==> src/rtl/brdg_axi_slave_cmd_sched.sv <==
// Read/write command scheduler: pops FWFT AW/AR command FIFOs, round-robins between them,
// gates writes on buffered data and outstanding limits, and drives one registered command stream.
module brdg_axi_slave_cmd_sched #(
    parameter int IDW    = 5,
    parameter int CTXW   = 9,
    parameter int MAX_RD = 32,
    parameter int MAX_WR = 32,
    parameter int CNTW   = 6
) (
    input  logic            clk,
    input  logic            rst,
    input  logic            wr_cf_empty,
    input  logic [IDW-1:0]  wr_cf_id,
    input  logic [63:0]     wr_cf_addr,
    input  logic [7:0]      wr_cf_len,
    input  logic [2:0]      wr_cf_size,
    input  logic [1:0]      wr_cf_burst,
    input  logic [CTXW-1:0] wr_cf_user,
    output logic            wr_cf_rd_en,
    input  logic            rd_cf_empty,
    input  logic [IDW-1:0]  rd_cf_id,
    input  logic [63:0]     rd_cf_addr,
    input  logic [7:0]      rd_cf_len,
    input  logic [2:0]      rd_cf_size,
    input  logic [1:0]      rd_cf_burst,
    input  logic [CTXW-1:0] rd_cf_user,
    output logic            rd_cf_rd_en,
    input  logic            wr_data_ok,
    output logic            cmd_valid,
    input  logic            cmd_ready,
    output logic            cmd_is_wr,
    output logic [IDW-1:0]  cmd_id,
    output logic [63:0]     cmd_addr,
    output logic [7:0]      cmd_len,
    output logic [2:0]      cmd_size,
    output logic [1:0]      cmd_burst,
    output logic [CTXW-1:0] cmd_user,
    input  logic            rd_done,
    input  logic            wr_done,
    output logic [CNTW-1:0] rd_outstanding,
    output logic [CNTW-1:0] wr_outstanding,
    output logic            cnt_err
);

    localparam logic [CNTW-1:0] MAX_RD_C = CNTW'(MAX_RD);
    localparam logic [CNTW-1:0] MAX_WR_C = CNTW'(MAX_WR);
    localparam logic [CNTW-1:0] ONE      = CNTW'(1);

    logic            last_grant_wr;
    logic            slot_free;
    logic            rd_elig;
    logic            wr_elig;
    logic            grant_rd;
    logic            grant_wr;
    logic [CNTW-1:0] rd_cnt_nxt;
    logic [CNTW-1:0] wr_cnt_nxt;
    logic            err_nxt;

    assign slot_free = !cmd_valid || cmd_ready;
    assign rd_elig   = !rd_cf_empty && (rd_outstanding < MAX_RD_C);
    assign wr_elig   = !wr_cf_empty && wr_data_ok && (wr_outstanding < MAX_WR_C);

    // On a tie the side that did not win last time gets the slot.
    assign grant_rd = slot_free && rd_elig && (!wr_elig || last_grant_wr);
    assign grant_wr = slot_free && wr_elig && (!rd_elig || !last_grant_wr);

    assign rd_cf_rd_en = grant_rd && !rst;
    assign wr_cf_rd_en = grant_wr && !rst;

    always_comb begin
        rd_cnt_nxt = rd_outstanding;
        wr_cnt_nxt = wr_outstanding;
        err_nxt    = cnt_err;
        if (grant_rd && !rd_done) begin
            rd_cnt_nxt = rd_outstanding + ONE;
        end else if (!grant_rd && rd_done) begin
            if (rd_outstanding == '0) err_nxt = 1'b1;
            else                      rd_cnt_nxt = rd_outstanding - ONE;
        end
        if (grant_wr && !wr_done) begin
            wr_cnt_nxt = wr_outstanding + ONE;
        end else if (!grant_wr && wr_done) begin
            if (wr_outstanding == '0) err_nxt = 1'b1;
            else                      wr_cnt_nxt = wr_outstanding - ONE;
        end
    end

    always_ff @(posedge clk) begin
        if (rst) begin
            cmd_valid      <= 1'b0;
            cmd_is_wr      <= 1'b0;
            cmd_id         <= '0;
            cmd_addr       <= '0;
            cmd_len        <= '0;
            cmd_size       <= '0;
            cmd_burst      <= '0;
            cmd_user       <= '0;
            last_grant_wr  <= 1'b1;
            rd_outstanding <= '0;
            wr_outstanding <= '0;
            cnt_err        <= 1'b0;
        end else begin
            if (slot_free) cmd_valid <= grant_rd || grant_wr;
            if (grant_rd) begin
                cmd_is_wr     <= 1'b0;
                cmd_id        <= rd_cf_id;
                cmd_addr      <= rd_cf_addr;
                cmd_len       <= rd_cf_len;
                cmd_size      <= rd_cf_size;
                cmd_burst     <= rd_cf_burst;
                cmd_user      <= rd_cf_user;
                last_grant_wr <= 1'b0;
            end else if (grant_wr) begin
                cmd_is_wr     <= 1'b1;
                cmd_id        <= wr_cf_id;
                cmd_addr      <= wr_cf_addr;
                cmd_len       <= wr_cf_len;
                cmd_size      <= wr_cf_size;
                cmd_burst     <= wr_cf_burst;
                cmd_user      <= wr_cf_user;
                last_grant_wr <= 1'b1;
            end
            rd_outstanding <= rd_cnt_nxt;
            wr_outstanding <= wr_cnt_nxt;
            cnt_err        <= err_nxt;
        end
    end

endmodule

==> config.mk <==
export PLATFORM = sky130hd
export DESIGN_NAME = brdg_axi_slave_cmd_sched
export DESIGN_NICKNAME = d
export VERILOG_FILES = /design/src/rtl/brdg_axi_slave_cmd_sched.sv
export SDC_FILE = /design/constraint.sdc
export NUM_CORES = 1
export LEC_CHECK = 0
export BUFFER_PORTS_ARGS = -buffer_cell sky130_fd_sc_hd__buf_2
export CORE_AREA = 2 2 115 117
export DETAILED_ROUTE_END_ITERATION = 16
export DIE_AREA = 0 0 117 119
export PLACE_DENSITY = 0.76
export SETUP_SLACK_MARGIN = 0.15
export SLEW_MARGIN = 0
export SYNTH_ARGS = -nofsm -noshare
export SYNTH_HDL_FRONTEND = slang
export SYNTH_SLANG_ARGS = --single-unit
==> constraint.sdc <==
create_clock -name clk -period 10.4 [get_ports clk]
set_input_delay 3.12 -clock clk [delete_from_list [all_inputs] [get_ports clk]]
set_output_delay 3.12 -clock clk [all_outputs]
set_load 0.02 [all_outputs]
# --- Yosys cells after proc, flatten, opt, wreduce, memory -nomap -nowiden ---
# Index checks and enable logic that the tools add are counted.
word_totals:
  register_bits: 107
  output_inout_bits: 108
classes:
  add_sub_neg: 4
  order_cmp: 2
  n_eq_ne: 2
  n_mux: 26
  n_reduce_logical: 36
ops:
  columns: ["op", "count"]
  rows:
  - ["2-to-1 mux 64 bit", 2]
  - ["2-to-1 mux 6 bit", 6]
  - ["2-to-1 mux 9 bit", 2]
  - ["2-to-1 mux 8 bit", 2]
  - ["logical AND 1 bit", 13]
  - ["adder 6 x 1 -> 6 bit (second input constant)", 2]
  - ["zero test 6 bit", 2]
  - ["< comparator 6 bit (second input constant)", 2]
  - ["subtractor 6 x 1 -> 6 bit (second input constant)", 2]
  - ["zero test 1 bit", 11]
  - ["2-to-1 mux 5 bit", 2]
  - ["2-to-1 mux 1 bit", 8]
  - ["2-to-1 mux 3 bit", 2]
  - ["nonzero test 2 bit", 3]
  - ["logical OR 1 bit", 4]
  - ["2-to-1 mux 2 bit", 2]
  - ["!= test 2 bit (second input constant)", 2]
  - ["AND reduction 2 bit", 2]
  - ["OR reduction 2 bit", 1]

# --- Logic depth before layout (Yosys ltp) ---
logic_depth:
  ltp_word: 13
  depth_mapped: 13
  depth_no_buf: 11

# --- Worst setup path after synthesis ---
# Ideal clock, no wire load.
synth_timing:
  kind: "in2out"
  from: "input port wr_cf_empty"
  to: "output port wr_cf_rd_en"
  t_arrival_ns: 4.470
  slack_ns: 2.810
  path_stages: 7
  n_path_buf: 2
  cell_sequence: "or3b_1 nand2b_4 a21oi_4 buf_6 buf_6 inv_1 nor2_1"
synth_between:
  elab_chain_len: 6
synth_lines:
  columns: ["element", "line", "source"]
  rows:
  - ["start, declared", "12", "input logic wr_cf_empty,"]
  - ["zero test 1 bit", "61", "assign wr_elig = !wr_cf_empty && wr_data_ok && (wr_outstanding < MAX_WR_C);"]
  - ["logical AND 1 bit (2 in a row)", "61", null]
  - ["logical AND 1 bit (2 in a row)", "65", "assign grant_wr = slot_free && wr_elig && (!rd_elig || !last_grant_wr);"]
  - ["via grant_wr", "54", "logic grant_wr;"]
  - ["logical AND 1 bit", "68", "assign wr_cf_rd_en = grant_wr && !rst;"]
  - ["end, declared", "19", "output logic wr_cf_rd_en,"]
# The timed path passes the listed nets, and every way through them passes these cells.

# --- Worst setup path in the final report ---
layout_timing:
  from: "input port wr_cf_empty"
  to: "output port rd_cf_rd_en"
layout_between:
  elab_chain_len: 7
layout_lines:
  columns: ["element", "line", "source"]
  rows:
  - ["zero test 1 bit", "61", null]
  - ["logical AND 1 bit (2 in a row)", "61", null]
  - ["zero test 1 bit", "64", "assign grant_rd = slot_free && rd_elig && (!wr_elig || last_grant_wr);"]
  - ["logical OR 1 bit", "64", null]
  - ["logical AND 1 bit", "64", null]
  - ["logical AND 1 bit", "67", "assign rd_cf_rd_en = grant_rd && !rst;"]
  - ["end, declared", "27", "output logic rd_cf_rd_en,"]
# Every way passes these cells.

==> flow_summary.ini <==
[floorplanning]
ios = 298
die_w_um = 117
die_area_mm2 = 0.01392
die_y_um = 119
core_mm2 = 0.01287
rows = 42
initial_core_util = 0.4118

[timing]
final_hold_viol_count = 0
min_period_ps = 7795
fmaxAchievable_ghz = 0.1283
final.period_utilization = 0.7495
slew_viol_final = 0
fin_worst_skew_ps = 6.100
relSlewSlack = 0.3043
tightest_slew_ps = 1044
setup_viol = 0
setup_tns_ps = 0
grt_setup_unrepaired = false

[clocking]
ctsHtreeMaxLevel = 3
cts_made_buffers = 9
cts_setup_buffers = 0
cts_sinks = 107
clockBufferDepth = 2
insertion_delay_ps = 350
cts_tree = yes
post_cts_resized = 0
cts_root_buf = clkbuf_16
path_clk_slew_ps = 60
cts_hold_buf = 0

[cells_and_area]
num-nets-final = 1001
instances_no_fill = 977
layout_common_cells = 296 x buf_2, 107 x dfxtp_1, 104 x nor2_1, 93 x mux2i_1, 50 x a211oi_2
layout-drive-gt1-share = 0.4594
layout_commonest_cell = buf_2
syn_to_final_growth_pct = 33.89
n_antenna_cell = 0
fin_area_mm2 = 0.007098

[yosys]
syn_area_per_cell_um2 = 10.04
synthCells = 528
netlist_top_cells_area = dfxtp_1 40%, mux2i_1 18%, a211oi_2 12%, nor2_1 7.4%, a211oi_1 6.2%
ys_seq_area_frac = 0.4041
yosysUniqueCellTypes = 37
ys_warn_count = 0
async_reset_ff_frac = 0
synth-edff-count = 0
yosys.area.top_type = dfxtp_1
ys.flop_type = dfxtp_1
synth_area_mm2 = 0.005301
synth_nets = 732
ys_seq_elements = 107
synth_top_area_share = 0.4041

[critical_path]
cp-end-kind = primary output
crit_fanout = 98
required_ps = 7280
worstPathArrival_ps = 4670
critical_path_class = in -> out
start_kind = input pin

[global_routing]
grt_max_degree = 99
grt_busiest_layer = met2
antenna_found_initial = 0
grt_use_total = 0.1931
grt_pass1_wl_mm = 21.28
grt_use_met1 = 0.2246
grtUsageMet2 = 0.3270
grt_remaining_overflow = 0
grt_pass1_vias = 4480
grtUsageMet3 = 0.04936

[detailed_routing]
dr.pass1.iters = 4
ant_nets = 0
vias_per_cell = 4.925
post-route-drc-count = 0
wl_mm = 13.79
wl_per_cell_um = 14.11
drt_iter0_markers = 223
vias = 4812

[placement]
globalplace.congestion = 0.8359
place_hpwl_mm = 10.00
place_area_mm2 = 0.006803
dp_cells = 962
portBuffers = 297

[pwr]
powerDensity_mw_per_mm2 = 226.8
peakVddDrop_v = 0.0001651
p_leak_nw = 3.215

[run]
max-cap-violations = 0

[min_path]
holdCritPathClass = reg -> reg

[outcome]
outcome = finished clean
[final cells by class]
cell class              count  area [um2]
fillers                  1201        5777
repair buffers            301        1519
well taps                 176       220.2
flip-flops and latches    107        2142
clock buffers              13       260.3
multi-input cells         369        2883
inverters                   9       38.79
clock inverters             2       35.03
[per-stage QoR]
stage / hold slack (ps) / util / setup slack [ps] / power [mW]
global placement: 476.0 / 0.5284 / 2595 / 1.264
global route: 522.7 / 0.5513 / 2420 / 1.724
floorplan: 552.6 / - / 2810 / 1.082
CTS: 489.0 / 0.5513 / 2588 / 1.626
detailed placement: 479.6 / 0.5284 / 2588 / 1.276
finish: 486.1 / 0.5513 / 2605 / 1.610
[flip-flops by register name (all words and copies together) (netlist names)]
signal / flops
cmd_size: 3
cmd_addr: 64
cmd_len: 8
wr_outstanding: 6
rd_outstanding: 6
cmd_id: 5
cmd_valid: 1
cmd_user: 9
cmd_burst: 2
cnt_err: 1
cmd_is_wr: 1
last_grant_wr: 1
[report_power, final]
part	leakage, nW	switching [mW]	total, mW	internal, mW
clock	0.146	0.146	0.345	0.198
combinational	2.18	0.409	0.694	0.286
sequential	0.887	0.0616	0.571	0.509
total	3.21	0.617	1.61	0.993
[final timing paths]
check,startpoint,to,slack [ps],depth (start not counted)
max,wr_cf_empty,rd_cf_rd_en,2610,6
max reg2reg,wr_outstanding[5],wr_outstanding[5],6600,12
min reg2reg,wr_outstanding[4],wr_outstanding[4],490,2
min,wr_outstanding[4],wr_outstanding[4],490,2
[cells in the mapped netlist (3+ instances only)]
library cell and number:
nor2b_1 3, a211oi_2 50, o21ai_0 3, buf_6 7, buf_2 14, clkbuf_1 18, mux2i_1 93, a211oi_1 44
nor3_1 5, a21o_1 4, ha_1 12, inv_1 8, xnor2_1 5, a21oi_1 12, buf_4 3, nor2_1 104
dfxtp_1 107, nand2_1 10
[metal layers]
metal / vias to the layer above / wire length, um
met5: - / 0
met4: 0 / 367
met3: 26 / 980
met2: 166 / 6715
met1: 2178 / 5725
li1: 2442 / -
[cell families (layout without fill, tap and decap cells)]
| group | after synthesis | after routing | share of synthesized area |
|---|---|---|---|
| flops | 107 | 107 | 0.4041 |
| mux | 95 | 95 | 0.1798 |
| xor+xnor | 5 | 5 | 0.008260 |
| fa+ha+maj | 14 | 14 | 0.03587 |
| compound gates | 124 | 124 | 0.2178 |
| simple gates | 131 | 131 | 0.1020 |
| buf+inv | 52 | 325 | 0.05216 |
[worst max-delay path, cell delays in order]
cell and delay [ps]:
buf_2 90, or3b_1 390, o211a_1 300, inv_6 510, nor2_1 70, buf_2 180
Note: power is estimated with default switching activity, not from simulation.
